<file path="config.mk">
export PLATFORM = sky130hd
export DESIGN_NAME = tile_map_renderer_flat
export DESIGN_NICKNAME = d
export VERILOG_FILES = /design/src/rtl/pacman_render_pkg.sv /design/src/rtl/tile_map_renderer_if.sv /design/src/rtl/tile_scan_counter.sv /design/src/rtl/tile_map_renderer.sv /design/src/flat_wrapper.sv
export SDC_FILE = /design/constraint.sdc
export NUM_CORES = 1
export LEC_CHECK = 0
export BUFFER_PORTS_ARGS = -buffer_cell sky130_fd_sc_hd__buf_2
export CAP_MARGIN = 20
export CORE_MARGIN = 10
export CORE_UTILIZATION = 29
export CTS_CLUSTER_DIAMETER = 80
export DETAILED_ROUTE_END_ITERATION = 16
export PLACE_DENSITY = 0.44
export SKIP_CTS_REPAIR_TIMING = 1
export SLEW_MARGIN = 5
export SYNTH_ARGS = -nofsm -noshare
export SYNTH_HDL_FRONTEND = slang
export SYNTH_HIERARCHICAL = 1
export SYNTH_SLANG_ARGS = --single-unit
</file>
<file path="constraint.sdc">
create_clock -name clock_50 -period 4.02 [get_ports clock_50]
set_clock_uncertainty 0.15 [all_clocks]
set_input_delay 0.804 -clock clock_50 [delete_from_list [all_inputs] [get_ports clock_50]]
set_output_delay 0.804 -clock clock_50 [all_outputs]
set_load 0.03 [all_outputs]
</file>
<file path="src/rtl/pacman_render_pkg.sv">
// Shared definitions for the tile map renderer: cell codes, FSM states and
// a small index-width helper used by the interface and the top.
package pacman_render_pkg;

    localparam int CELL_EMPTY  = 0;
    localparam int CELL_WALL   = 1;
    localparam int CELL_PELLET = 2;
    localparam int CELL_POWER  = 3;

    typedef enum logic [1:0] {
        ST_IDLE  = 2'd0,
        ST_FETCH = 2'd1,
        ST_WAIT  = 2'd2,
        ST_DRAW  = 2'd3
    } state_e;

    // Index width for a count of n items; never below one bit.
    function automatic int idx_w(input int n);
        return (n > 1) ? $clog2(n) : 1;
    endfunction

endpackage

</file>
<file path="src/rtl/tile_map_renderer_if.sv">
// Map-read and plot buses of the tile map renderer.
// The renderer is the master; the map store / vga_adapter side is the slave.
interface tile_map_renderer_if
    import pacman_render_pkg::*;
#(
    parameter int GRID_W   = 20,
    parameter int GRID_H   = 15,
    parameter int CELL_W   = 2,
    parameter int X_W      = 8,
    parameter int Y_W      = 7,
    parameter int COLOUR_W = 3
) ();
    localparam int GX_W = idx_w(GRID_W);
    localparam int GY_W = idx_w(GRID_H);

    logic [GX_W-1:0]     grid_x;
    logic [GY_W-1:0]     grid_y;
    logic                grid_rd;
    logic [CELL_W-1:0]   grid_data;
    logic                grid_dirty;
    logic                dirty_clr;
    logic [COLOUR_W-1:0] colour;
    logic [X_W-1:0]      vga_x;
    logic [Y_W-1:0]      vga_y;
    logic                vga_plot;

    modport master (
        output grid_x, grid_y, grid_rd, dirty_clr,
        output colour, vga_x, vga_y, vga_plot,
        input  grid_data, grid_dirty
    );

    modport slave (
        input  grid_x, grid_y, grid_rd, dirty_clr,
        input  colour, vga_x, vga_y, vga_plot,
        output grid_data, grid_dirty
    );
endinterface

</file>
<file path="src/rtl/tile_scan_counter.sv">
// Nested scan counter for the renderer: pixel (px fastest, then py) inside a
// tile, and cell (gx fastest, then gy) across the map.
module tile_scan_counter #(
    parameter int GRID_W = 20,
    parameter int GRID_H = 15,
    parameter int TILE   = 8,
    parameter int GX_W   = 5,
    parameter int GY_W   = 4,
    parameter int PX_W   = 3
) (
    input  logic            clk,
    input  logic            rst_n,
    input  logic            clr_i,
    input  logic            pix_step_i,
    input  logic            cell_step_i,
    output logic [PX_W-1:0] px_o,
    output logic [PX_W-1:0] py_o,
    output logic [GX_W-1:0] gx_o,
    output logic [GY_W-1:0] gy_o,
    output logic            last_pixel_o,
    output logic            last_cell_o
);
    logic [PX_W-1:0] px_q, py_q;
    logic [GX_W-1:0] gx_q;
    logic [GY_W-1:0] gy_q;
    logic            px_last_s, py_last_s, gx_last_s, gy_last_s;

    assign px_last_s = (px_q == PX_W'(TILE - 1));
    assign py_last_s = (py_q == PX_W'(TILE - 1));
    assign gx_last_s = (gx_q == GX_W'(GRID_W - 1));
    assign gy_last_s = (gy_q == GY_W'(GRID_H - 1));

    // Position counters; a cell step also rewinds the pixel position.
    always_ff @(posedge clk or negedge rst_n) begin
        if (!rst_n) begin
            px_q <= '0;
            py_q <= '0;
            gx_q <= '0;
            gy_q <= '0;
        end else if (clr_i) begin
            px_q <= '0;
            py_q <= '0;
            gx_q <= '0;
            gy_q <= '0;
        end else if (cell_step_i) begin
            px_q <= '0;
            py_q <= '0;
            if (gx_last_s) begin
                gx_q <= '0;
                gy_q <= gy_last_s ? '0 : gy_q + GY_W'(1);
            end else begin
                gx_q <= gx_q + GX_W'(1);
            end
        end else if (pix_step_i) begin
            if (px_last_s) begin
                px_q <= '0;
                py_q <= py_last_s ? '0 : py_q + PX_W'(1);
            end else begin
                px_q <= px_q + PX_W'(1);
            end
        end
    end

    assign px_o         = px_q;
    assign py_o         = py_q;
    assign gx_o         = gx_q;
    assign gy_o         = gy_q;
    assign last_pixel_o = px_last_s & py_last_s;
    assign last_cell_o  = gx_last_s & gy_last_s;
endmodule

</file>
<file path="src/rtl/tile_map_renderer.sv">
// Tile map renderer: walks the map grid, fetches each cell code and expands
// it into a TILE x TILE block of plots through a 4-entry palette. Optional
// dirty-only mode skips unchanged cells.
module tile_map_renderer
    import pacman_render_pkg::*;
#(
    parameter int GRID_W   = 20,
    parameter int GRID_H   = 15,
    parameter int TILE     = 8,
    parameter int CELL_W   = 2,
    parameter int X_W      = 8,
    parameter int Y_W      = 7,
    parameter int COLOUR_W = 3,
    parameter int X_OFFSET = 0,
    parameter int Y_OFFSET = 0,
    parameter logic [COLOUR_W-1:0] PAL0 = 3'b000,
    parameter logic [COLOUR_W-1:0] PAL1 = 3'b001,
    parameter logic [COLOUR_W-1:0] PAL2 = 3'b111,
    parameter logic [COLOUR_W-1:0] PAL3 = 3'b110
) (
    input  logic                clock_50,
    input  logic                resetn,
    input  logic                start,
    input  logic                dirty_only,
    output logic                busy,
    output logic                done,
    tile_map_renderer_if.master bus
);
    localparam int GX_W = idx_w(GRID_W);
    localparam int GY_W = idx_w(GRID_H);
    localparam int PX_W = $clog2(TILE);

    if (TILE < 2) begin : g_bad_tile
        $error("tile_map_renderer: TILE must be at least 2");
    end
    if ((X_OFFSET + GRID_W * TILE) > (1 << X_W)) begin : g_bad_x
        $error("tile_map_renderer: map does not fit in vga_x range");
    end
    if ((Y_OFFSET + GRID_H * TILE) > (1 << Y_W)) begin : g_bad_y
        $error("tile_map_renderer: map does not fit in vga_y range");
    end

    state_e              state_q, state_d;
    logic                mode_q;
    logic [CELL_W-1:0]   cell_q;
    logic                grid_rd_q, dirty_clr_q, vga_plot_q, busy_q, done_q;
    logic [X_W-1:0]      vga_x_q;
    logic [Y_W-1:0]      vga_y_q;
    logic [COLOUR_W-1:0] colour_q;

    logic                accept_s, pix_step_s, cell_step_s, end_pass_s, draw_start_s;
    logic [PX_W-1:0]     px_s, py_s;
    logic [GX_W-1:0]     gx_s;
    logic [GY_W-1:0]     gy_s;
    logic                last_pixel_s, last_cell_s;
    logic [COLOUR_W-1:0] colour_s;
    logic [X_W-1:0]      x_s;
    logic [Y_W-1:0]      y_s;

    tile_scan_counter #(
        .GRID_W(GRID_W), .GRID_H(GRID_H), .TILE(TILE),
        .GX_W(GX_W), .GY_W(GY_W), .PX_W(PX_W)
    ) u_scan (
        .clk         (clock_50),
        .rst_n       (resetn),
        .clr_i       (accept_s),
        .pix_step_i  (pix_step_s),
        .cell_step_i (cell_step_s),
        .px_o        (px_s),
        .py_o        (py_s),
        .gx_o        (gx_s),
        .gy_o        (gy_s),
        .last_pixel_o(last_pixel_s),
        .last_cell_o (last_cell_s)
    );

    // Sequencing: fetch, wait for cell data, then draw or skip the cell.
    always_comb begin
        state_d      = state_q;
        accept_s     = 1'b0;
        pix_step_s   = 1'b0;
        cell_step_s  = 1'b0;
        end_pass_s   = 1'b0;
        draw_start_s = 1'b0;
        case (state_q)
            ST_IDLE: begin
                // A start coinciding with done is dropped on purpose.
                if (start && !done_q) begin
                    accept_s = 1'b1;
                    state_d  = ST_FETCH;
                end else begin
                    state_d  = ST_IDLE;
                end
            end
            ST_FETCH: begin
                state_d = ST_WAIT;
            end
            ST_WAIT: begin
                if (mode_q && !bus.grid_dirty) begin
                    if (last_cell_s) begin
                        end_pass_s = 1'b1;
                        state_d    = ST_IDLE;
                    end else begin
                        cell_step_s = 1'b1;
                        state_d     = ST_FETCH;
                    end
                end else begin
                    draw_start_s = 1'b1;
                    state_d      = ST_DRAW;
                end
            end
            ST_DRAW: begin
                if (last_pixel_s) begin
                    if (last_cell_s) begin
                        end_pass_s = 1'b1;
                        state_d    = ST_IDLE;
                    end else begin
                        cell_step_s = 1'b1;
                        state_d     = ST_FETCH;
                    end
                end else begin
                    pix_step_s = 1'b1;
                    state_d    = ST_DRAW;
                end
            end
            default: begin
                state_d = ST_IDLE;
            end
        endcase
    end

    // Palette lookup for the pixel currently being drawn.
    always_comb begin
        colour_s = PAL0;
        case (cell_q)
            CELL_W'(CELL_EMPTY): colour_s = PAL0;
            CELL_W'(CELL_WALL):  colour_s = PAL1;
            CELL_W'(CELL_PELLET): begin
                if ((px_s == PX_W'(TILE / 2)) && (py_s == PX_W'(TILE / 2))) begin
                    colour_s = PAL2;
                end else begin
                    colour_s = PAL0;
                end
            end
            CELL_W'(CELL_POWER): colour_s = PAL3;
            default:             colour_s = PAL0;
        endcase
    end

    assign x_s = X_W'(X_OFFSET) + X_W'(gx_s) * X_W'(TILE) + X_W'(px_s);
    assign y_s = Y_W'(Y_OFFSET) + Y_W'(gy_s) * Y_W'(TILE) + Y_W'(py_s);

    // FSM state register.
    always_ff @(posedge clock_50 or negedge resetn) begin
        if (!resetn) begin
            state_q <= ST_IDLE;
        end else begin
            state_q <= state_d;
        end
    end

    // Pass mode latched at start, cell code captured from the map read.
    always_ff @(posedge clock_50 or negedge resetn) begin
        if (!resetn) begin
            mode_q <= 1'b0;
            cell_q <= '0;
        end else begin
            if (accept_s) begin
                mode_q <= dirty_only;
            end
            if (state_q == ST_WAIT) begin
                cell_q <= bus.grid_data;
            end
        end
    end

    // Registered outputs; plots trail the DRAW state by one cycle.
    always_ff @(posedge clock_50 or negedge resetn) begin
        if (!resetn) begin
            grid_rd_q   <= 1'b0;
            dirty_clr_q <= 1'b0;
            vga_plot_q  <= 1'b0;
            vga_x_q     <= '0;
            vga_y_q     <= '0;
            colour_q    <= '0;
            busy_q      <= 1'b0;
            done_q      <= 1'b0;
        end else begin
            grid_rd_q   <= (state_d == ST_FETCH);
            dirty_clr_q <= draw_start_s;
            vga_plot_q  <= (state_q == ST_DRAW);
            if (state_q == ST_DRAW) begin
                vga_x_q  <= x_s;
                vga_y_q  <= y_s;
                colour_q <= colour_s;
            end
            busy_q      <= (state_d != ST_IDLE);
            done_q      <= end_pass_s;
        end
    end

    assign bus.grid_x    = gx_s;
    assign bus.grid_y    = gy_s;
    assign bus.grid_rd   = grid_rd_q;
    assign bus.dirty_clr = dirty_clr_q;
    assign bus.vga_plot  = vga_plot_q;
    assign bus.vga_x     = vga_x_q;
    assign bus.vga_y     = vga_y_q;
    assign bus.colour    = colour_q;
    assign busy          = busy_q;
    assign done          = done_q;
endmodule

</file>
<file path="src/flat_wrapper.sv">
// flat-port wrapper written by rule: the top's interface ports become plain ports
module tile_map_renderer_flat import pacman_render_pkg::*;
#(
    parameter int GRID_W   = 20,
    parameter int GRID_H   = 15,
    parameter int TILE     = 8,
    parameter int CELL_W   = 2,
    parameter int X_W      = 8,
    parameter int Y_W      = 7,
    parameter int COLOUR_W = 3,
    parameter int X_OFFSET = 0,
    parameter int Y_OFFSET = 0,
    parameter logic [COLOUR_W-1:0] PAL0 = 3'b000,
    parameter logic [COLOUR_W-1:0] PAL1 = 3'b001,
    parameter logic [COLOUR_W-1:0] PAL2 = 3'b111,
    parameter logic [COLOUR_W-1:0] PAL3 = 3'b110
)
  (clock_50, resetn, start, dirty_only, busy, done, bus_grid_x, bus_grid_y, bus_grid_rd, bus_dirty_clr, bus_colour, bus_vga_x, bus_vga_y, bus_vga_plot, bus_grid_data, bus_grid_dirty);
  tile_map_renderer_if #(.GRID_W(GRID_W), .GRID_H(GRID_H), .CELL_W(CELL_W), .X_W(X_W), .Y_W(Y_W), .COLOUR_W(COLOUR_W)) bus_i ();
  input  logic clock_50;
  input  logic resetn;
  input  logic start;
  input  logic dirty_only;
  output logic busy;
  output logic done;
  output wire logic [$bits(bus_i.grid_x)-1:0] bus_grid_x;
  output wire logic [$bits(bus_i.grid_y)-1:0] bus_grid_y;
  output wire logic [$bits(bus_i.grid_rd)-1:0] bus_grid_rd;
  output wire logic [$bits(bus_i.dirty_clr)-1:0] bus_dirty_clr;
  output wire logic [$bits(bus_i.colour)-1:0] bus_colour;
  output wire logic [$bits(bus_i.vga_x)-1:0] bus_vga_x;
  output wire logic [$bits(bus_i.vga_y)-1:0] bus_vga_y;
  output wire logic [$bits(bus_i.vga_plot)-1:0] bus_vga_plot;
  input wire logic [$bits(bus_i.grid_data)-1:0] bus_grid_data;
  input wire logic [$bits(bus_i.grid_dirty)-1:0] bus_grid_dirty;
  assign bus_grid_x = bus_i.grid_x;
  assign bus_grid_y = bus_i.grid_y;
  assign bus_grid_rd = bus_i.grid_rd;
  assign bus_dirty_clr = bus_i.dirty_clr;
  assign bus_colour = bus_i.colour;
  assign bus_vga_x = bus_i.vga_x;
  assign bus_vga_y = bus_i.vga_y;
  assign bus_vga_plot = bus_i.vga_plot;
  assign bus_i.grid_data = bus_grid_data;
  assign bus_i.grid_dirty = bus_grid_dirty;
  tile_map_renderer #(.GRID_W(GRID_W), .GRID_H(GRID_H), .TILE(TILE), .CELL_W(CELL_W), .X_W(X_W), .Y_W(Y_W), .COLOUR_W(COLOUR_W), .X_OFFSET(X_OFFSET), .Y_OFFSET(Y_OFFSET), .PAL0(PAL0), .PAL1(PAL1), .PAL2(PAL2), .PAL3(PAL3)) u_core (.clock_50(clock_50), .resetn(resetn), .start(start), .dirty_only(dirty_only), .busy(busy), .done(done), .bus(bus_i));
endmodule
</file>
Yosys cells after proc, flatten, opt, wreduce, memory -nomap -nowiden
Cells that the tools add are included.

storage, ports and cells
  bits in registers = 43
  latch bits = 0
  bits in writable memories = 0
  memory bits (read-only) = 0
  output and inout port bits = 32
  logic and storage cells = 87
  memories kept = 0

operators by class
  $add $sub $neg = 6
  multiply operators = 0
  div/mod/pow operators = 0
  $lt $le $gt $ge = 0
  eq/ne operators = 13
  shifts and indexed selects = 0
  multiplexer cells = 37
  bitwise gates (word level) = 2
  reductions and logical operators = 14

operators by type and width
  kind                                                 count
  two-way mux 3 bit                                    10
  two-way mux 4 bit                                    4
  two-way mux 5 bit                                    3
  two-way mux 1 bit                                    14
  equality test 3 bit, second input constant           4
  one-hot mux 3 bit (4 select lines)                   1
  adder 8 x 3 -> 8 bit                                 1
  equality test 2 bit, second input constant           4
  one-hot mux 2 bit (4 select lines)                   1
  adder 7 x 3 -> 7 bit                                 1
  adder 3 x 1 -> 3 bit, second input constant          2
  equality test 2 x 1 -> 1 bit, second input constant  3
  nonzero test 2 bit                                   3
  nonzero test 3 bit                                   2
  adder 5 x 1 -> 5 bit, second input constant          1
  equality test 5 bit, second input constant           1
  adder 4 x 1 -> 4 bit, second input constant          1
  equality test 4 bit, second input constant           1
  logical NOT 2 bit                                    2
  two-way mux 2 bit                                    2
  one-hot mux 1 bit (2 select lines)                   2
  AND reduction 2 bit                                  2
  logical AND 1 bit                                    3
  bitwise AND 1 bit                                    2
  logical NOT 1 bit                                    2

Logic depth before layout (Yosys ltp)
Gate-level depths: netlist (run 1).

  depth after elaboration = 7
  depth in mapped cells = 10

Hierarchy
Netlist (run 1), hierarchy kept.

by module, submodules not included
  module             instances  cells each  area an instance (um2)  seq. area each (um2)
  tile_map_renderer  1          83          1,094.8                 675.6
  tile_scan_counter  1          87          885.8                   375.4

Worst setup path before layout (run 1)
No wires, ideal clock.

  kind = flip-flop to flip-flop
  from = reg u_core.u_scan.gx_q[0] (netlist: u_core/u_scan/gx_o[0])
  to = reg u_core.u_scan.gx_q[4] (netlist: u_core/u_scan/gx_o[4])
  library setup time = 0.126 ns
  data arrival time = 1.964 ns
  data required time = 3.744 ns
  setup slack = 1.780 ns
  stages on the path, launching flop included = 10
  buffers on the path = 1
  clock period less this slack = 2.240 ns
  cell sequence = dfrtp_1 ha_1 nand4bb_1 nor2_1 inv_1 and3_1 buf_4 and4b_1 o21ai_0 a21oi_1

on the way
  word-level cells in the longest chain between the ends = 6
  elaborated cells on any way between the ends = 11
  classes of those cells = add/sub: 1; eq/ne: 1; mux: 7; bitwise: 1; reduce/logical: 1

RTL lines
  what                                     RTL line                                            source
  start, declared                          tile_scan_counter.sv:24                             logic [GX_W-1:0] gx_q;
  start signal, assigned                   tile_scan_counter.sv:52                             gx_q <= gx_q + GX_W'(1);
  equality test 5 bit (*)                  tile_scan_counter.sv:30                             assign gx_last_s = (gx_q == GX_W'(GRID_W - 1));
  bitwise AND 1 bit (*)                    tile_scan_counter.sv:69                             assign last_cell_o = gx_last_s & gy_last_s;
  net u_core.last_cell_s                   tile_map_renderer.sv:55                             logic last_pixel_s, last_cell_s;
  two-way mux 1 bit (*)                    tile_map_renderer.sv:100, tile_map_renderer.sv:114
  two-way mux 1 bit (on tied branches)     tile_map_renderer.sv:113, tile_map_renderer.sv:99
  one-hot mux 1 bit (2 select lines) (*)   tile_map_renderer.sv:85                             case (state_q)
  net u_core.cell_step_s                   tile_map_renderer.sv:51                             logic accept_s, pix_step_s, cell_step_s, end_pass_s, draw_start_s;
  nonzero test 2 bit (no source line) (*)  --

The timed path passes the listed nets; every way through them passes the cells marked *. The select of a mux whose other input is x is not followed.
A chain may end at the register's enable or synchronous reset.

Final worst setup path (run 1)
  from = reg u_core.u_scan.px_q[0] (netlist: u_core/u_scan/px_o[0])
  to = reg u_core.u_scan.gy_q[3] (netlist: u_core/u_scan/gy_o[3])

on the way
  word-level cells in the longest chain between the ends = 6

RTL lines
  what                                  RTL line                  source
  start, declared                       tile_scan_counter.sv:23   logic [PX_W-1:0] px_q, py_q;
  start signal, assigned                tile_scan_counter.sv:59   px_q <= px_q + PX_W'(1);
  equality test 3 bit                   tile_scan_counter.sv:28   assign px_last_s = (px_q == PX_W'(TILE - 1));
  bitwise AND 1 bit                     tile_scan_counter.sv:68   assign last_pixel_o = px_last_s & py_last_s;
  net u_core.last_pixel_s               tile_map_renderer.sv:55
  two-way mux 1 bit                     tile_map_renderer.sv:113  if (last_pixel_s) begin
  one-hot mux 1 bit (2 select lines)    tile_map_renderer.sv:85
  net u_core.cell_step_s                tile_map_renderer.sv:51
  nonzero test 2 bit (no source line)   --
  AND reduction 2 bit (no source line)  --
  end signal, assigned                  tile_scan_counter.sv:50   gy_q <= gy_last_s ? '0 : gy_q + GY_W'(1);
  end, declared                         tile_scan_counter.sv:25   logic [GY_W-1:0] gy_q;

The timed path passes the listed nets, and every way through them passes these cells.

==> results of run 1 <==
[sequential cells by signal (all words and copies together) (netlist names), 2 cells and up]
name and flops:
u_core/bus.vga_y 7, u_core/u_scan/gx_o 5, u_core/state_q 2, u_core/bus.vga_x 8, u_core/cell_q 2, u_core/u_scan/py_o 3, u_core/u_scan/gy_o 4, u_core/bus.colour 2
u_core/u_scan/px_o 3
[worst max-delay path, stage by stage (launching register included)]
cell and delay, ps:
dfrtp_1 420, ha_1 180, ha_1 210, and2_1 200
nand2_1 90, o21ai_0 130, and3_1 450, nand3b_4 130
o41ai_2 290, a21oi_1 100
[cell usage after synthesis, drive strengths merged]
| master | count |
|---|---|
| or2 | 1 |
| xnor2 | 1 |
| o31ai | 1 |
| dfrtp | 42 |
| clkinv | 1 |
| and3b | 1 |
| nand4bb | 1 |
| a22o | 1 |
| nor4b | 1 |
| and4b | 2 |
| buf | 6 |
| a31oi | 3 |
| nand3 | 4 |
| mux2 | 17 |
| nor2 | 12 |
| nor2b | 3 |
| or4b | 1 |
| clkbuf | 1 |
| a21oi | 13 |
| nand4 | 3 |
| a2bb2oi | 1 |
| inv | 4 |
| o21ai | 7 |
| and2b | 2 |
| o41ai | 1 |
| xor2 | 1 |
| and3 | 2 |
| nand3b | 3 |
| nand2 | 15 |
| nand2b | 5 |
| nand4b | 2 |
| mux2i | 3 |
| and2 | 2 |
| ha | 7 |
[kinds of logic (layout without fill, tap and decap cells)]
group	after synthesis	count (layout)	share of synthesized area, %
multiplexers	20	20	11.18
buffers and inverters	12	50	3.600
AND/OR/NAND/NOR	60	60	18.45
XOR/XNOR	2	2	0.8846
AO/OA/AOI/OAI	27	27	8.402
flip-flops	42	42	53.06
adder cells (fa/ha/maj)	7	7	4.422
[stage by stage]
| stage | total power, mW | cells |
|---|---|---|
| final | 1.500 | 288 |
| after global routing | 1.628 | 288 |
| after CTS | 1.530 | 288 |
| after detailed placement | 1.267 | 281 |
| after global placement | 1.264 | 281 |
| after floorplan | 1.124 | 170 |
[cell type report]
class                           instances  share of cell area, %
Clock inverter                          2                 0.4355
Sequential cell                        42                  45.73
Multi-Input combinational cell        116                  37.34
Clock buffer                            5                  2.994
Tap cell                               80                  4.355
Timing Repair Buffer                   38                  8.274
Inverter                                5                 0.8710
[report_power, final]
group          internal (mW)  switching [mW]  total, mW
Combinational          0.244           0.359      0.603
Sequential             0.543          0.0968      0.640
Clock                  0.117           0.141      0.258
Total                  0.904           0.597       1.50
[metal layers]
layer	global-route usage [%]	up-vias	routed length (um)	part of all wire [%]
li1	-	669	-	-
met1	10.61	671	1914	46
met2	13.15	26	2014	48
met3	2.346	4	181	4.4
met4	3.579	0	45	1.1
met5	0	-	0	0
[final timing paths]
check / startpoint / endpoint / slack (ps)
min reg2reg: u_core/mode_q$_DFFE_PN0P_ / u_core/mode_q$_DFFE_PN0P_ / 340
max reg2reg: u_core/u_scan/px_o[0]$_DFFE_PN0P_ / u_core/u_scan/gy_o[3]$_DFFE_PN0P_ / 1550
min in group asynchronous: resetn / u_core/bus.colour[0]$_DFFE_PN0N_ / 510
max: u_core/u_scan/px_o[0]$_DFFE_PN0P_ / u_core/u_scan/gy_o[3]$_DFFE_PN0P_ / 1550
max in group asynchronous: resetn / u_core/bus.vga_x[3]$_DFFE_PN0N_ / 2620
min: u_core/mode_q$_DFFE_PN0P_ / u_core/mode_q$_DFFE_PN0P_ / 340
==> results.toml, run 1 <==
[placed_design]
dp_hpwl_um = 2912
portBuffers = 38
place_area_mm2 = 0.002220
gp_congestion = 0.7365
pre_cts_ws_ps = 1422

[pwr]
max-vdd-ir-drop_mv = 0.2605
p_leak_nw = 1.162
powerDensity_mw_per_mm2 = 652.8

[clock_tree]
numCtsBuffers = 5
clock_latency_ps = 290
cts_root_buf = "clkbuf_8"
clkSinkCount = 42
clk_pin_slew_worst_paths_ps = 80
tritoncts = "done"
clock_path_buffers = 2
htree_levels = 2

[die]
die_h_um = 102.6
die_width_um = 102.6
core-area_mm2 = 0.006719
dieArea_mm2 = 0.01054
start_util_pct = 29.48
io_pins = 39
rows = 30

[finish]
utilization_pct = 34.21
nNetsFinal = 222
ff_latch_area_mm2 = 0.001051
final_area_mm2 = 0.002298
drive_above_1_share_pct = 33.17
fill_cells = 681
multi_input_area_um2 = 858.3
area_delta_synth_final_pct = 16.05
mostFrequentLayoutCells = "dfrtp_1 (42), buf_2 (38), mux2_2 (16), nand2_1 (14), a21oi_1 (13)"
final_common_cell = "dfrtp_1"
n_antenna_cell = 0

[logic_synthesis]
ys_warn_count = 6
avgSynthCellArea_um2 = 11.65
synth.area.top_cells = "dfrtp_1 (53%), mux2_2 (9.1%), ha_1 (4.4%)"
ys_types = 40
synth_area_mm2 = 0.001981
yosys.area.top_type = "dfrtp_1"
synth_top_area_share_pct = 53.06
syn_inst = 170
synth_nets = 184
seq_area_frac_synth_pct = 53.06
ys_ff_latch = 42

[critical_path]
worstPathRequired_ps = 4040
crit_fanout = 9
critPathKind = "flop to flop"
cp.arrival_ps = 2490
end_kind = "flop"
reg2reg_depth = 9
cp-start-kind = "flop"

[timing]
hold_viol_final = 0
final.setup.worst_slack_ps = 1546
setup_viol = 0
rsz0062_at_grt = "no"
finalSetupTns_ps = 0
slew_violations = 0
period_share_pct = 61.54
post-route-min-period_ps = 2474
hold_ws_ps = 335.6
slew-limit-headroom_pct = 36.76
max_freq_ghz = 0.4042
tightest_slew_ps = 948.5

[worst_hold_path]
hp-class = "flop to flop"
hold_depth = 2

[global_route]
antenna_found_initial = 0
grt_pass1_vias = 1410
overflow = 0
track_usage_pct = 8.410
grt_max_degree = 43
grt_pass1_wl_um = 7010

[job]
cap_violations = 0

[drt]
ant_nets = 0
wl_per_cell_um = 14.43
wirelength_um = 4155
drcViolationCount = 0
drt_iter0_drc = 44
viasPerCell = 4.757
vias = 1370
drt_pass1_iterations = 4

[run_status]
status = "completed"
Power figures use the tool's default switching activity.
==> inputs of run 2 (changes only) <==
==> constraint.sdc (replaced) <==
create_clock -name clock_50 -period 2.3 [get_ports clock_50]
set_clock_uncertainty 0.15 [all_clocks]
set_input_delay 0.46 -clock clock_50 [delete_from_list [all_inputs] [get_ports clock_50]]
set_output_delay 0.46 -clock clock_50 [all_outputs]
set_load 0.03 [all_outputs]
==> run 2 against run 1 <==
Against the previous run:
- the run now ends with negative hold slack left
- total power rose by 96%
- sequential power up 66%
- register-to-register slack worse by 1400 ps
- clock power is 130% higher
- worst setup slack worse by 1400 ps
- cell count is 7.6% higher
==> results.toml, run 2 (synthesized netlist as in run 1, its figures left out) <==
[finish]
mostFrequentLayoutCells = "dfrtp_1 (42), buf_2 (38), buf_4 (20), mux2_2 (16), nand2_1 (14)"
area_delta_synth_final_pct = 26.47
nNetsFinal = 243
largest_reg_flops = 8
final_common_cell = "dfrtp_1"
n_antenna_cell = 0
drive_above_1_share_pct = 39.57

[die]
rows = 30
start_util_pct = 29.48
die_h_um = 102.6
dieArea_mm2 = 0.01054
die_width_um = 102.6
io_pins = 39
core-area_mm2 = 0.006719

[timing]
tightest_slew_ps = 539.8
max_freq_ghz = 0.4695
setup_viol = 0
hold_viol_final = 21
period_share_pct = 92.60
slew-limit-headroom_pct = 64.01
final.setup.worst_slack_ps = 170.1
post-route-min-period_ps = 2130
slew_violations = 0
hold_ws_ps = -15.08

[critical_path]
crit_chain = "ha_1 > ha_1 > and2_1 > nand2_1 > o21ai_1 > and3_4 > buf_4 > buf_4 > nand2b_1 > a21oi_1"
cp_slowest_cell = "dfrtp_1"
cp.arrival_ps = 2190
crit_fanout = 6
cp-start-kind = "flop"
worstPathRequired_ps = 2360
critPathKind = "flop to flop"
slowest_delay_ps = 390
end_kind = "flop"

[pwr]
powerDensity_mw_per_mm2 = 1173
p_leak_nw = 1.279
max-vdd-ir-drop_mv = 0.4958

[drt]
ant_nets = 0
drt_pass1_iterations = 4
vias = 1472
drt_iter0_drc = 64
viasPerCell = 4.748
wl_per_cell_um = 14.66
drcViolationCount = 0
wirelength_um = 4546

[clock_tree]
clk_pin_slew_worst_paths_ps = 80
cts_root_buf = "clkbuf_8"
clock_latency_ps = 300
tritoncts = "done"
clkSinkCount = 42
htree_levels = 2
numCtsBuffers = 5
clock_path_buffers = 2

[run_status]
status = "finished, violations left"
failed_checks = "negative hold slack"

[placed_design]
pre_cts_ws_ps = 68.46
dp_hpwl_um = 3255
gp_congestion = 0.7446
portBuffers = 38

[global_route]
overflow = 0
grt_pass1_vias = 1592
antenna_found_initial = 0
grt_pass1_wl_um = 7714
track_usage_pct = 9.331
grt_max_degree = 23

[worst_hold_path]
hp-class = "input pin to asynchronous set/reset pin"

[job]
cap_violations = 0
==> run 2: routing by layer <==
layer	global-route usage [%]	vias to the layer above	part of all wire [%]	routed length, um
met5	0	-	0	0
met4	2.928	0	0.66	30
met3	3.619	2	6.6	300
met2	15.21	36	49	2206
met1	11.04	720	44	2008
li1	-	714	-	-
==> run 2: final timing paths <==
kind | from | cells past startpoint | slack, ps | endpoint
hold reg to reg | u_core/bus.vga_y[2]$_DFFE_PN0N_ | 1 | 340 | u_core/bus.vga_y[2]$_DFFE_PN0N_
setup reg to reg | u_core/u_scan/py_o[0]$_DFFE_PN0P_ | 10 | 170 | u_core/u_scan/gx_o[0]$_DFFE_PN0P_
setup / recovery | u_core/u_scan/py_o[0]$_DFFE_PN0P_ | 10 | 170 | u_core/u_scan/gx_o[0]$_DFFE_PN0P_
min in group clock_50 | dirty_only | 3 | 210 | u_core/mode_q$_DFFE_PN0P_
max in group asynchronous | resetn | 2 | 1510 | u_core/bus.vga_x[4]$_DFFE_PN0N_
hold / removal | resetn | 1 | -20 | u_core/bus.colour[0]$_DFFE_PN0N_
==> run 2: stage by stage <==
stage	cell area, um^2	total power [mW]	std cells	utilization (%)	TNS [ps]
2_1_floorplan	1981	1.964	170	-	0
3_3_place_gp	2382	2.394	301	35.46	0
3_5_place_dp	2382	2.390	301	35.46	0
4_1_cts	2492	2.993	309	37.10	0
5_1_grt	2505	3.180	310	37.28	-3.407
6_report	2505	2.938	310	37.28	0
==> run 2: cell type report <==
| class | instances | area [um^2] |
|---|---|---|
| repair buffers | 59 | 360.3 |
| inverters | 5 | 20.02 |
| clock inverters | 2 | 37.54 |
| flip-flops and latches | 42 | 1051 |
| well taps | 80 | 100.1 |
| multi-input cells | 116 | 863.3 |
| clock buffers | 6 | 72.57 |
| fillers | 690 | 4214 |
==> run 2: critical path, delay by kind of cell, from the launching register on <==
family | cells | cell delay (ps)
buffers and inverters | 2 | 270
adder cells (fa/ha/maj) | 2 | 400
flip-flops | 1 | 390
AND/OR/NAND/NOR | 4 | 600
AO/OA/AOI/OAI | 2 | 250
==> run 2: power by group <==
part	switching, mW	internal (mW)
registers	0.112	0.949
clock network	0.262	0.324
logic	0.731	0.560
==> inputs of run 3 (changes only) <==
--- a/config.mk
+++ b/config.mk
@@ -7,11 +7,13 @@
 export LEC_CHECK = 0
 export BUFFER_PORTS_ARGS = -buffer_cell sky130_fd_sc_hd__buf_2
 export CAP_MARGIN = 20
+export CELL_PAD_IN_SITES_DETAIL_PLACEMENT = 1
+export CELL_PAD_IN_SITES_GLOBAL_PLACEMENT = 1
 export CORE_MARGIN = 10
 export CORE_UTILIZATION = 29
 export CTS_CLUSTER_DIAMETER = 80
 export DETAILED_ROUTE_END_ITERATION = 16
-export PLACE_DENSITY = 0.44
+export PLACE_DENSITY = 0.54
 export SKIP_CTS_REPAIR_TIMING = 1
 export SLEW_MARGIN = 5
 export SYNTH_ARGS = -nofsm -noshare
==> run 3 against run 2 <==
Against the previous run:
- the flow now finishes without violations
- clock-buffer cell count grew 1
- sequential power is essentially flat
- via count grew 0.41%
- worst setup slack gained 71 ps
- critical path depth shrank 1
- fmax grew 3.4%
- sequential share of layout area is essentially flat
- largest cell class unchanged
- highest routed layer unchanged
==> results.toml, run 3 (synthesized netlist as in run 1, its figures left out) <==
[timing]
finalSetupTns_ps = 0
hold_viol_final = 0
slew-limit-headroom_pct = 69.72
slew_violations = 0
setup_viol = 0
tightest_slew_ps = 447.9
post-route-min-period_ps = 2059
max_freq_ghz = 0.4856
rsz0062_at_grt = "no"
period_share_pct = 89.53
hold_ws_ps = 211.7

[finish]
mostFrequentLayoutCells = "dfrtp_1 (42), buf_2 (38), buf_4 (21), mux2_2 (16), nand2_1 (14)"
final_area_mm2 = 0.002504
largest_reg_flops = 8
area_delta_synth_final_pct = 26.41
finalNonFillerCells = 312
final_common_cell = "dfrtp_1"
drive_above_1_share_pct = 39.66
n_antenna_cell = 0
nNetsFinal = 245

[global_route]
grt_pass1_vias = 1628
track_usage_pct = 9.539
antenna_found_initial = 0
overflow = 0
grt_pass1_wl_um = 7928
grt_max_degree = 43

[clock_tree]
htree_levels = 2
numCtsBuffers = 5
clkSinkCount = 42
tritoncts = "done"
clock_latency_ps = 300
cts_root_buf = "clkbuf_8"
clk_pin_slew_worst_paths_ps = 80
clock_path_buffers = 2

[critical_path]
end_kind = "flop"
cpLargestDelayFamily = "simple AND/OR/NAND/NOR gates"
cp-start-kind = "flop"
path_common_cell = "ha_1"
slowest_delay_ps = 360
critPathKind = "flop to flop"
reg2reg_depth = 9
worstPathRequired_ps = 2330
cp.arrival_ps = 2090
reg2reg_slack_ps = 240
cp.depth = 9
crit_fanout = 6
critPathBufInv = 0
cp_slowest_cell = "dfrtp_1"
crit_chain = "ha_1 > ha_1 > and2_1 > nand2_1 > o21ai_1 > and3_4 > nand3b_4 > o41ai_2 > a21oi_1"

[die]
core-area_mm2 = 0.006719
die_width_um = 102.6
io_pins = 39
dieArea_mm2 = 0.01054
rows = 30
start_util_pct = 29.48
die_h_um = 102.6

[worst_hold_path]
hold_depth = 3
hp-class = "input pin to flop"

[pwr]
p_leak_nw = 1.285
powerDensity_mw_per_mm2 = 1136
max-vdd-ir-drop_mv = 0.3601

[drt]
ant_nets = 0
wl_per_cell_um = 14.93
vias = 1478
drt_iter0_drc = 42
drt_pass1_iterations = 4
wirelength_um = 4657
drcViolationCount = 0
viasPerCell = 4.737

[placed_design]
dp_hpwl_um = 3445
gp_congestion = 0.7295
dp.cells = 303
place_area_mm2 = 0.002397
portBuffers = 38

[run_status]
status = "completed"

[job]
cap_violations = 0
run 3: layout make-up:
cell class                      instances  area (um^2)
Tap cell                               80        100.1
Multi-Input combinational cell        116        863.3
Timing Repair Buffer                   61        377.9
Fill cell                             763         4215
Clock inverter                          1        5.005
Clock buffer                            7        86.33
Sequential cell                        42         1051
Inverter                                5        20.02
run 3: worst register-to-register path: stages (launching register included):
cell and delay, ps:
dfrtp_1 360, ha_1 150, ha_1 170, and2_1 170, nand2_1 90, o21ai_1 120
and3_4 260, nand3b_4 110, o41ai_2 270, a21oi_1 100
run 3: path summary, 6_finish.rpt:
path | end | startpoint
max in group asynchronous | u_core/bus.vga_x[5]$_DFFE_PN0N_ | resetn
setup reg to reg | u_core/u_scan/gy_o[3]$_DFFE_PN0P_ | u_core/u_scan/py_o[0]$_DFFE_PN0P_
min in group asynchronous | u_core/bus.colour[0]$_DFFE_PN0N_ | resetn
hold reg to reg | u_core/mode_q$_DFFE_PN0P_ | u_core/mode_q$_DFFE_PN0P_
hold / removal | u_core/mode_q$_DFFE_PN0P_ | dirty_only
setup / recovery | u_core/u_scan/gy_o[3]$_DFFE_PN0P_ | u_core/u_scan/py_o[0]$_DFFE_PN0P_
run 3: per-stage QoR:
| stage | total power [mW] | util [%] | worst slack [ps] |
|---|---|---|---|
| after global placement | 2.397 | 35.68 | 133.5 |
| final | 2.844 | 37.26 | 240.7 |
| after detailed placement | 2.405 | 35.68 | 91.64 |
| after global routing | 3.077 | 37.26 | 9.755 |
| after floorplan | 1.964 | - | 60.29 |
| after CTS | 2.906 | 37.04 | 71.98 |
run 3: report_power, final:
| part | switching [mW] | internal (mW) | leakage (nW) |
|---|---|---|---|
| Clock | 0.246 | 0.242 | 0.0482 |
| Combinational | 0.732 | 0.560 | 0.702 |
| Sequential | 0.113 | 0.950 | 0.535 |
| Total | 1.09 | 1.75 | 1.29 |
run 3: per-layer routing:
| metal | wire, um | up-vias | global-route usage (%) |
|---|---|---|---|
| met5 | 0 | - | 0 |
| met4 | 57 | 0 | 2.928 |
| met3 | 238 | 5 | 3.485 |
| met2 | 2262 | 27 | 15.60 |
| met1 | 2099 | 735 | 11.40 |
| li1 | - | 711 | - |
